[src/rtl/grf_write_arbiter.sv]
// Arbitrates the GRF write port between the WB stage (absolute priority) and a FIFO of
// long-latency results, and keeps a per-register pending scoreboard for the decoder.
module grf_write_arbiter #(
  parameter int DEPTH        = 4,
  parameter int STARVE_LIMIT = 8
) (
  input  logic        Clk,
  input  logic        Rst,
  input  logic        wb_we,
  input  logic [4:0]  wb_addr,
  input  logic [31:0] wb_data,
  input  logic        lb_valid,
  input  logic [4:0]  lb_addr,
  input  logic [31:0] lb_data,
  output logic        lb_ready,
  input  logic        iss_valid,
  input  logic [4:0]  iss_addr,
  input  logic [4:0]  q1_addr,
  input  logic [4:0]  q2_addr,
  output logic        q1_busy,
  output logic        q2_busy,
  output logic        stall_req,
  output logic        grf_we,
  output logic [4:0]  grf_addr,
  output logic [31:0] grf_data
);

  localparam int AW = $clog2(DEPTH);
  localparam int GW = $clog2(STARVE_LIMIT + 1);
  localparam logic [AW:0]   FULL_CNT = (AW + 1)'(DEPTH);
  localparam logic [GW-1:0] AGE_MAX  = GW'(STARVE_LIMIT);

  logic [4:0]    fifo_addr [DEPTH];
  logic [31:0]   fifo_data [DEPTH];
  logic [AW-1:0] wr_ptr;
  logic [AW-1:0] rd_ptr;
  logic [AW:0]   count;
  logic [31:0]   pending;
  logic [31:0]   pending_next;
  logic [GW-1:0] age;

  logic          slot_busy;
  logic          fifo_empty;
  logic          accept;
  logic          push;
  logic          pop;
  logic [4:0]    head_addr;
  logic [31:0]   head_data;

  // lb handshake: a transfer happens on any cycle with lb_valid && lb_ready; lb_ready
  // depends only on registered occupancy, so a full FIFO never accepts even while popping.
  // Accepted results for $0 complete the handshake but are discarded.
  always_comb begin
    slot_busy  = wb_we && (wb_addr != 5'd0);
    fifo_empty = (count == '0);
    lb_ready   = !Rst && (count < FULL_CNT);
    accept     = lb_valid && lb_ready;
    push       = accept && (lb_addr != 5'd0);
    pop        = !Rst && !slot_busy && !fifo_empty;
    head_addr  = fifo_addr[rd_ptr];
    head_data  = fifo_data[rd_ptr];
  end

  always_comb begin
    grf_we   = 1'b0;
    grf_addr = 5'd0;
    grf_data = 32'd0;
    if (!Rst) begin
      if (slot_busy) begin
        grf_we   = 1'b1;
        grf_addr = wb_addr;
        grf_data = wb_data;
      end else if (pop) begin
        grf_we   = 1'b1;
        grf_addr = head_addr;
        grf_data = head_data;
      end
    end
  end

  // A new issue to the same register as a retiring pop must stay pending, so set is applied last.
  always_comb begin
    pending_next = pending;
    if (pop)
      pending_next[head_addr] = 1'b0;
    if (iss_valid && (iss_addr != 5'd0))
      pending_next[iss_addr] = 1'b1;
    pending_next[0] = 1'b0;
  end

  always_ff @(posedge Clk) begin
    if (push) begin
      fifo_addr[wr_ptr] <= lb_addr;
      fifo_data[wr_ptr] <= lb_data;
    end
  end

  always_ff @(posedge Clk) begin
    if (Rst) begin
      wr_ptr  <= '0;
      rd_ptr  <= '0;
      count   <= '0;
      pending <= 32'd0;
      age     <= '0;
    end else begin
      if (push)
        wr_ptr <= wr_ptr + AW'(1);
      if (pop)
        rd_ptr <= rd_ptr + AW'(1);
      if (push && !pop)
        count <= count + (AW + 1)'(1);
      else if (pop && !push)
        count <= count - (AW + 1)'(1);
      pending <= pending_next;
      // Head age saturates at the limit so stall_req holds until the head finally retires.
      if (fifo_empty || pop)
        age <= '0;
      else if (age < AGE_MAX)
        age <= age + GW'(1);
    end
  end

  assign stall_req = !Rst && (age >= AGE_MAX);
  assign q1_busy   = pending[q1_addr];
  assign q2_busy   = pending[q2_addr];

endmodule
[config.mk]
export PLATFORM = sky130hd
export DESIGN_NAME = grf_write_arbiter
export DESIGN_NICKNAME = d
export VERILOG_FILES = /design/src/rtl/grf_write_arbiter.sv
export SDC_FILE = /design/constraint.sdc
export NUM_CORES = 1
export LEC_CHECK = 0
export ABC_AREA = 1
export BUFFER_PORTS_ARGS = -buffer_cell sky130_fd_sc_hd__buf_4
export CAP_MARGIN = 10
export CORE_MARGIN = 2
export CORE_UTILIZATION = 45
export CTS_BUF_LIST = sky130_fd_sc_hd__clkbuf_4
export DETAILED_ROUTE_END_ITERATION = 8
export GPL_TIMING_DRIVEN = 0
export HOLD_SLACK_MARGIN = 0.03
export PLACE_DENSITY = 0.74
export SYNTH_ARGS = -nofsm -noshare
export SYNTH_HDL_FRONTEND = slang
export SYNTH_SLANG_ARGS = --single-unit
[constraint.sdc]
create_clock -name Clk -period 2.7 [get_ports Clk]
set_clock_uncertainty 0.15 [all_clocks]
set_input_delay 0.27 -clock Clk [delete_from_list [all_inputs] [get_ports Clk]]
set_output_delay 0.27 -clock Clk [all_outputs]
set_load 0.02 [all_outputs]
==> qor.yml, run 1 <==
die:
  initial_utilization_pct: 45.4
  die_height_um: 143
  ios: 136
  num_rows: 51
  dieArea_um2: 20600
  die_w_um: 143
  core_area_um2: 19300
global_routing:
  grt.total_usage_pct: 23.3
  grt_first_pass_wirelength_um: 36600
  first_global_vias: 7084
  grt_start_max_net_pins: 30
  antenna_found_initial: 1
  grt_overflow_total: 0
routing:
  drtAntennaViolNets: 0
  drt-initial-drc-count: 725
  vias: 7541
  viasPerCell: 5.32
  route.detailed.drc: 0
  firstDrtPassIters: 7
  wl_per_cell_um: 16.7
  drt-total-wl_um: 23700
setup_path:
  cp_max_fo: 10
  r2r-start: "count[2]$_SDFFE_PP0P_"
  crit_top_cell: "buf_4"
  cp_cell_sequence: "inv_2 > buf_4 > clkbuf_4 > o21ai_0 > o22ai_1 > nand2_1 > a21oi_2 > buf_4"
  ff2ff_path_depth: 11
  r2r-end: "count[2]$_SDFFE_PP0P_"
  crit_required_ns: 2.28
  slowest_stage: "dfxtp_4"
  r2r_slack_ns: 0.31
  endpoint_kind: "output pin"
  path_class: "register to output pin"
  cp.arrival_ns: 2.18
  critical-path-max-stage-delay_ns: 0.39
  crit_path_start_kind: "register"
sta:
  max_freq_mhz: 384
  setup-violations-final: 0
  rsz0062_at_grt: "yes"
  setup_tns_ns: 0
  min_period_ns: 2.60
  finalHoldViolCount: 0
  maxSlewViolCount: 0
  worst_slew_pin_slew_ns: 0.892
  hold_slack_ns: 0.190
  slew_headroom_pct: 40.5
  post-route-period-util_pct: 96.4
logic_synthesis:
  syn-cell-area_um2: 8750
  ys_seq_area_share_pct: 60.9
  synthArstFlopShare_pct: 0
  avgSynthCellArea_um2: 9.41
  synth_edf_count: 148
  syn-num-nets: 1032
  ys_top_cells_by_area: "edfxtp_1 51%, nand2_1 11%, dfxtp_1 10%"
  synth_cells: 930
  synth_xor_xnor_area_share_pct: 0.200
  muxShareOfSynthArea_pct: 0
  yosysTopAreaCell: "edfxtp_1"
  synth_cell_types: 33
  synthAdderAreaFrac_pct: 1.23
  yosys_most_used_dff: "edfxtp_1"
  synth-simple-area-share_pct: 20.6
  synth_top_area_share_pct: 50.8
  synth_top_family_by_area: "simple AND/OR/NAND/NOR gates"
  yosysWarnings: 0
  synth-compound-area-share_pct: 12.3
  ys_ff_latch: 192
finish:
  fin_cells: 1418
  drive_gt1_share_pct: 21.7
  synthToLayoutAreaGrowth_pct: 27.1
  final_common_cell: "nand2_1"
  nNetsFinal: 1241
  final_cell_mix: "265 x nand2_1, 148 x edfxtp_1, 146 x buf_4"
cts:
  path_clk_slew_ns: 0.18
  cts.sinks: 192
  numCtsBuffers: 17
  clk_latency_ns: 0.60
  cts_tree: "done"
  cts_max_path_buffers: 2
  cts_root_buf: "clkbuf_4"
  htreeDepth: 4
worst_hold_path:
  worstHoldPathType: "primary input to register"
  worstHoldPathCells: 7
  whs_endpoint: "pending[16]$_SDFF_PP0_"
  min_from: "wb_we"
placed_design:
  port_buffers: 133
  dp_hpwl_um: 16200
  dp_cells: 1332
  place.gp.congestion: 0.884
power:
  p_per_area_nw_per_um2: 616
  power_leakage_nw: 4.14
  peakVddDrop_v: 0.000342
run_status:
  status: "finished clean"
run:
  cap_violations: 0
[stage by stage]
stage | power [W] | util (%) | worst slack (ns) | instance area (µm²)
detailed placement | 0.00515 | 52.9 | -0.101 | 10200
finish | 0.00685 | 57.7 | 0.0967 | 11100
floorplan | 0.00451 | - | -0.488 | 8750
global route | 0.00716 | 57.7 | -0.0519 | 11100
global placement | 0.00509 | 52.3 | -1.80 | 10100
CTS | 0.00679 | 57.3 | 0.000595 | 11000
[power breakdown]
part	internal (W)	switching, W	leakage, nW	total [W]
Sequential	0.00336	0.0000618	1.70	0.00342
Clock	0.000525	0.00109	0.167	0.00161
Combinational	0.000675	0.00114	2.28	0.00182
[flip-flops by register name, indices dropped and copies added, names as in the netlist, named ones only]
signal	cells
fifo_data	128
pending	31
rd_ptr	2
age	4
wr_ptr	2
count	3
fifo_addr	20
[synth_stat cells, types with 2 or more instances]
library cell,number
nand2_1,265
edfxtp_1,148
nor2_1,88
a21oi_1,83
o21ai_0,74
nand3_1,55
dfxtp_1,44
inv_1,38
o22ai_1,32
clkbuf_1,22
buf_2,14
ha_1,7
inv_2,7
nand2_2,6
nor3_1,5
a21oi_2,4
buf_6,4
nor2_4,4
o211ai_1,4
buf_4,3
clkinv_1,3
nand3_2,3
nand4_1,3
nor2_2,3
buf_1,2
xor2_1,2
[critical path: cells and delay by family (launching register included)]
family,cells,cell delay (ns)
AOI/OAI and AO/OA,3,0.42
buffers and inverters,4,0.62
DFF,1,0.39
and+or+nand+nor,1,0.13
[worst max-delay path by stage]
stage | start | cells after the start | to
after global routing | register | 7 | grf_data[5]
after detailed placement | Rst | 13 | count[2]$_SDFFE_PP0P_
after CTS | register | 8 | grf_data[19]
after floorplan | Rst | 4 | fifo_addr[0][0]$_DFFE_PP_
after global placement | Rst | 5 | fifo_data[0][10]$_DFFE_PP_
final | register | 8 | grf_data[19]
[what timing repair did]
item / CTS / global route
pin swaps: 1 / 2
endpoints found under the setup margin: 35 / 36
buffers inserted: 1 / 2
hold buffers: 50 / 1
gates resized for setup: 20 / 43
endpoints found under the hold margin: 183 / 1
[cell families (layout without fill, tap and decap cells)]
family                   Yosys count  in the layout
AND/OR/NAND/NOR                  435            435
buffers and inverters             94            316
AO/OA/AOI/OAI                    199            199
XOR/XNOR                           2              2
flip-flops                       192            192
adder cells (fa/ha/maj)            8              8
other                              0              1
[cell type report]
type,instances,area [µm²]
diodes,1,2.50
plain buffers,44,290
clock buffers,18,135
clock inverters,14,171
fillers,1655,8150
inverters,49,186
multi-input cells,644,3060
flip-flops and latches,192,5340
well taps,265,332
repair buffers,191,1610
[layer usage]
layer | vias to the layer above | part of all wire (%) | track usage [%]
met3 | 29 | 7.8 | 4.23
li1 | 3610 | - | -
met2 | 349 | 49 | 39.3
met1 | 3553 | 42 | 30.7
met4 | 0 | 1.5 | 7.43
met5 | - | 0 | 0
Note: power is estimated with default switching activity, not from simulation.
==> inputs of run 2 (changes only) <==
--- a/config.mk
+++ b/config.mk
@@ -5,7 +5,6 @@
 export SDC_FILE = /design/constraint.sdc
 export NUM_CORES = 1
 export LEC_CHECK = 0
-export ABC_AREA = 1
 export BUFFER_PORTS_ARGS = -buffer_cell sky130_fd_sc_hd__buf_4
 export CAP_MARGIN = 10
 export CORE_MARGIN = 2
==> run 2 against run 1 <==
Maximum frequency shrank 3.1%. Sequential share of layout area about the same. Area after synthesis is 0.47% lower. Critical path depth shrank 3. Non-clock buffer count decreased by 1. Worst hold slack got worse by 0.12 ns. Combinational power up 7%. Via count is 16% lower. Setup slack got worse by 0.083 ns. Final cell count is 21% lower. Final area is essentially flat. Clock power about the same. Largest power group unchanged.
==> qor.yml, run 2 <==
die:
  num_rows: 50
  die_height_um: 143
  initial_utilization_pct: 46.2
  core_area_um2: 18800
  ios: 136
  dieArea_um2: 20500
  die_w_um: 143
finish:
  multiInputGateArea_um2: 3260
  final_common_cell: "edfxtp_1"
  regArea_um2: 5330
  n_antenna_cell: 0
  reg_top3: "fifo_data: 128 flops, pending: 31 flops, fifo_addr: 20 flops"
  final_cell_mix: "148 x edfxtp_1, 141 x buf_4, 52 x a21oi_1"
  largest_register_ffs: 128
  synthToLayoutAreaGrowth_pct: 27.8
  drive_gt1_share_pct: 32.1
  regMostFlops: "fifo_data"
  nFillCells: 1454
  nNetsFinal: 945
logic_synthesis:
  synthAdderAreaFrac_pct: 1.24
  avgSynthCellArea_um2: 13.7
  synth_xor_xnor_area_share_pct: 0.503
  synth-simple-area-share_pct: 12.6
  ys_ff_latch: 192
  yosysTopAreaCell: "edfxtp_1"
  syn-num-nets: 738
  synth_cell_types: 49
  synthArstFlopShare_pct: 0
  synth_top_area_share_pct: 51.0
  yosysWarnings: 0
  muxShareOfSynthArea_pct: 13.6
  synth_most_common_cell: "edfxtp_1"
  yosys_most_used_dff: "edfxtp_1"
  synth_top_family_by_area: "multiplexers"
  synth_edf_count: 148
  synth-compound-area-share_pct: 8.41
  synth_cells: 636
  syn-cell-area_um2: 8710
  ys_top_cells_by_area: "edfxtp_1 51%, mux4_2 12%, dfxtp_1 10%"
  yosys-top-cells-count: "148 x edfxtp_1, 53 x a21oi_1, 47 x mux4_2"
  ys_seq_area_share_pct: 61.1
global_routing:
  grt_first_pass_wirelength_um: 33100
  grt_overflow_total: 0
  antenna_found_initial: 0
  first_global_vias: 6263
  grt.total_usage_pct: 21.4
  grt_start_max_net_pins: 34
sta:
  finalHoldViolCount: 0
  post-route-period-util_pct: 99.5
  slew_headroom_pct: 53.2
  rsz0062_at_grt: "yes"
  max_freq_mhz: 372
  setup-violations-final: 0
  maxSlewViolCount: 0
  min_period_ns: 2.69
  setup_tns_ns: 0
  worst_slew_pin_slew_ns: 0.703
  hold_slack_ns: 0.0661
setup_path:
  cp.arrival_ns: 2.27
  r2r_slack_ns: 0.04
  crit_required_ns: 2.28
  crit_path_start_kind: "register"
  cp_cell_sequence: "buf_12 > mux4_2 > a32oi_1 > nor2_1 > buf_4"
  path_class: "register to output pin"
  cp_max_fo: 11
  slowest_stage: "mux4_2"
  r2r-start: "count[0]$_SDFFE_PP0P_"
  critical-path-max-stage-delay_ns: 0.57
  ff2ff_path_depth: 11
  r2r-end: "count[2]$_SDFFE_PP0P_"
  endpoint_kind: "output pin"
routing:
  route.detailed.drc: 0
  drtAntennaViolNets: 0
  wl_per_cell_um: 19.8
  viasPerCell: 5.70
  firstDrtPassIters: 5
  drt-initial-drc-count: 594
  vias: 6364
  drt-total-wl_um: 22100
cts:
  cts_max_path_buffers: 2
  path_clk_slew_ns: 0.17
  cts.sinks: 192
  numCtsBuffers: 17
  clk_latency_ns: 0.60
  cts_root_buf: "clkbuf_4"
  htreeDepth: 4
  cts_tree: "done"
power:
  p_per_area_nw_per_um2: 628
  peakVddDrop_v: 0.000358
  power_leakage_nw: 3.82
run_status:
  status: "finished clean"
placed_design:
  dp_hpwl_um: 14400
  port_buffers: 129
  place.gp.congestion: 0.824
worst_hold_path:
  min_from: "iss_addr[4]"
  whs_endpoint: "pending[17]$_SDFF_PP0_"
  worstHoldPathCells: 5
  worstHoldPathType: "primary input to register"
run:
  cap_violations: 0
-- run 2: worst max-delay path by stage --
| stage | startpoint | to | slack [ns] | cells after the start |
|---|---|---|---|---|
| 2_1_floorplan | Rst | fifo_addr[1][0]$_DFFE_PP_ | 0.02 | 5 |
| 3_3_place_gp | Rst | fifo_data[3][8]$_DFFE_PP_ | -0.71 | 5 |
| 3_5_place_dp | wb_addr[1] | count[2]$_SDFFE_PP0P_ | -0.40 | 11 |
| 4_1_cts | register | grf_data[20] | 0.00002 | 6 |
| 5_1_grt | register | grf_addr[4] | -0.04 | 5 |
| 6_report | register | grf_addr[4] | 0.01 | 5 |
-- run 2: cells by family after synthesis --
logic type | after synthesis
buffers and inverters | 53
adders and majority gates | 8
and+or+nand+nor | 204
AOI/OAI and AO/OA | 114
DFF | 192
muxes | 60
xor gates and xnor gates | 5
-- run 2: report_power, final --
group	leakage, nW	switching (W)	internal, W
Sequential	1.70	0.0000680	0.00335
Combinational	1.97	0.00103	0.000910
Clock	0.154	0.00105	0.000581
-- run 2: cell type report --
type	instances	area share (%)
Sequential cell	192	47.9
Tap cell	260	2.92
Clock inverter	15	1.56
Multi-Input combinational cell	391	29.3
Inverter	7	0.236
Clock buffer	17	1.15
Buffer	43	2.43
Timing Repair Buffer	191	14.5
-- run 2: timing repair --
item | 4_1_cts | 5_1_grt
hold endpoints to repair | 157 | 1
gates cloned | 0 | 1
setup buffers | 7 | 6
pin swaps | 0 | 4
hold buffers | 43 | 1
setup endpoints to repair | 39 | 27
resized for setup | 33 | 23
-- run 2: metrics by stage --
stage | area [µm²] | total power, W | utilization [%] | std cells | setup WS (ns)
finish | 11100 | 0.00699 | 59.1 | 1116 | 0.0140
global route | 11100 | 0.00726 | 59.1 | 1116 | -0.0408
CTS | 11000 | 0.00684 | 58.2 | 1109 | 0.0000224
detailed placement | 10100 | 0.00505 | 53.6 | 1029 | -0.396
global placement | 10000 | 0.00501 | 53.1 | 1025 | -0.708
floorplan | 8710 | 0.00449 | - | 636 | 0.0166
-- run 2: per-layer routing --
metal | global-route usage [%] | vias up | wire (µm)
li1 | - | 2898 | -
met1 | 26.7 | 3146 | 8840
met2 | 36.4 | 272 | 11200
met3 | 4.66 | 48 | 1560
met4 | 8.29 | 0 | 518
met5 | 0 | - | 0
-- run 2: critical path, delay by kind of cell (launching register included) --
kind | cells | cell delay [ns]
multiplexers | 1 | 0.57
buffers and inverters | 2 | 0.35
AO/OA/AOI/OAI | 1 | 0.26
AND/OR/NAND/NOR | 1 | 0.10
flip-flops | 1 | 0.38
==> inputs of run 3 (changes only) <==
--- a/config.mk
+++ b/config.mk
@@ -5,7 +5,7 @@
 export SDC_FILE = /design/constraint.sdc
 export NUM_CORES = 1
 export LEC_CHECK = 0
-export BUFFER_PORTS_ARGS = -buffer_cell sky130_fd_sc_hd__buf_4
+export BUFFER_PORTS_ARGS = -buffer_cell sky130_fd_sc_hd__buf_2
 export CAP_MARGIN = 10
 export CORE_MARGIN = 2
 export CORE_UTILIZATION = 45
==> run 3 against run 2 <==
Via count is 1.5% lower. Non-clock buffer count down 3. Count of clock-buffer cells in the layout unchanged. Critical endpoint is now count[2]$_SDFFE_PP0P_. Largest power group unchanged.
==> qor.yml, run 3 (same netlist as run 2, synthesis figures left out) <==
setup_path:
  path_class: "register to register"
  cpLargestDelayFamily: "simple AND/OR/NAND/NOR gates"
  cp_cell_sequence: "or3_4 > nor2b_4 > buf_8 > clkbuf_8 > nand2_2 > ha_2 > inv_1 > fa_2 > xor2_1 > or3_1 > a21oi_1"
  crit_path_start_kind: "register"
  cp.arrival_ns: 3.04
  critical-path-max-stage-delay_ns: 0.37
  endpoint_kind: "register"
  slowest_stage: "dfxtp_4"
  path_buf_inv: 3
  crit_required_ns: 3.06
  cp_max_fo: 10
run_status:
  status: "finished clean"
worst_hold_path:
  worstHoldPathType: "primary input to register"
die:
  num_rows: 50
  initial_utilization_pct: 46.2
  dieArea_um2: 20500
  die_w_um: 143
  die_height_um: 143
  core_area_um2: 18800
  ios: 136
placed_design:
  port_buffers: 129
  dp_hpwl_um: 14500
  place.gp.congestion: 0.840
  dpl_cell_area_um2: 9770
global_routing:
  first_global_vias: 6056
  grt_overflow_total: 0
  grt.total_usage_pct: 21.3
  antenna_found_initial: 0
  grt_first_pass_wirelength_um: 32400
  grt_start_max_net_pins: 29
sta:
  setup-violations-final: 0
  rsz0062_at_grt: "yes"
  worst_slew_pin_slew_ns: 0.688
  max_freq_mhz: 373
  min_period_ns: 2.68
  finalHoldViolCount: 0
  maxSlewViolCount: 0
  slew_headroom_pct: 54.1
  setup_tns_ns: 0
  post-route-period-util_pct: 99.2
routing:
  drt-initial-drc-count: 562
  route.detailed.drc: 0
  firstDrtPassIters: 5
  viasPerCell: 5.62
  vias: 6271
  drtAntennaViolNets: 0
  drt-total-wl_um: 21900
  wl_per_cell_um: 19.6
cts:
  cts.sinks: 192
  cts_root_buf: "clkbuf_4"
  clk_latency_ns: 0.59
  cts_tree: "done"
  path_clk_slew_ns: 0.16
  cts_max_path_buffers: 2
  numCtsBuffers: 17
  htreeDepth: 4
finish:
  nNetsFinal: 942
  final_common_cell: "edfxtp_1"
  reg_top3: "fifo_data: 128 flops, pending: 31 flops, fifo_addr: 20 flops"
  largest_register_ffs: 128
  synthToLayoutAreaGrowth_pct: 23.9
  regArea_um2: 5340
  nFillCells: 1476
  finish.instance_area_um2: 10800
  final_cell_mix: "148 x edfxtp_1, 134 x buf_2, 53 x a21oi_1"
  drive_gt1_share_pct: 31.3
  regMostFlops: "fifo_data"
  multiInputGateArea_um2: 3210
power:
  power_leakage_nw: 3.74
  p_total_w: 0.00687
  p_per_area_nw_per_um2: 637
  peakVddDrop_v: 0.000334
run:
  cap_violations: 0
## run 3: worst paths after layout
kind | start | end | slack (ns) | cells after the start
worst max register to register | count[0]$_SDFFE_PP0P_ | count[2]$_SDFFE_PP0P_ | 0.02 | 11
worst min-delay path | iss_valid | pending[31]$_SDFF_PP0_ | 0.08 | 5
worst min register to register | rd_ptr[1]$_SDFFE_PP0N_ | register | 0.32 | 1
worst max-delay path | count[0]$_SDFFE_PP0P_ | count[2]$_SDFFE_PP0P_ | 0.02 | 11
## run 3: area by class of cell
type,instances,share of cell area (%)
inverters,7,0.244
clock inverters,15,1.57
clock buffers,17,1.18
multi-input cells,391,29.8
repair buffers,187,12.1
flip-flops and latches,192,49.5
diodes,2,0.0464
plain buffers,44,2.59
well taps,260,3.02
## run 3: through the flow
step | worst slack [ns] | std cells | utilization, % | hold slack (ns)
finish | 0.0206 | 1115 | 57.3 | 0.0796
global route | -0.0730 | 1113 | 57.2 | 0.0590
CTS | -0.00130 | 1106 | 56.4 | 0.0309
detailed placement | -0.412 | 1029 | 51.9 | 0.303
global placement | -0.572 | 1025 | 51.4 | 0.290
floorplan | 0.0166 | 636 | - | 0.219
## run 3: what timing repair did
action / in CTS / in global routing
buffers inserted: 7 / 4
endpoints found under the hold margin: 155 / 0
resized for setup: 38 / 18
hold buffers: 40 / 0
pin swaps: 2 / 3
endpoints found under the setup margin: 39 / 23
cloned: 0 / 3
## run 3: per-layer routing
| layer | up-vias | global-route usage, % | wire length [µm] |
|---|---|---|---|
| met4 | 0 | 8.18 | 635 |
| li1 | 2905 | - | - |
| met2 | 274 | 36.3 | 11000 |
| met5 | - | 0 | 0 |
| met3 | 44 | 4.26 | 1510 |
| met1 | 3048 | 26.8 | 8710 |
## run 3: worst register-to-register path, delay by kind of cell, from the launching register on
family	cells	cell delay, ns
simple gates	4	0.91
fa+ha+maj	2	0.51
flops	1	0.37
buf+inv	3	0.37
xor+xnor	1	0.18
compound gates	1	0.14
## run 3: power breakdown
group | switching, W | leakage [nW] | internal, W | total [W]
Sequential | 0.0000713 | 1.70 | 0.00335 | 0.00342
Clock | 0.00107 | 0.152 | 0.000506 | 0.00158
Combinational | 0.00100 | 1.89 | 0.000867 | 0.00187
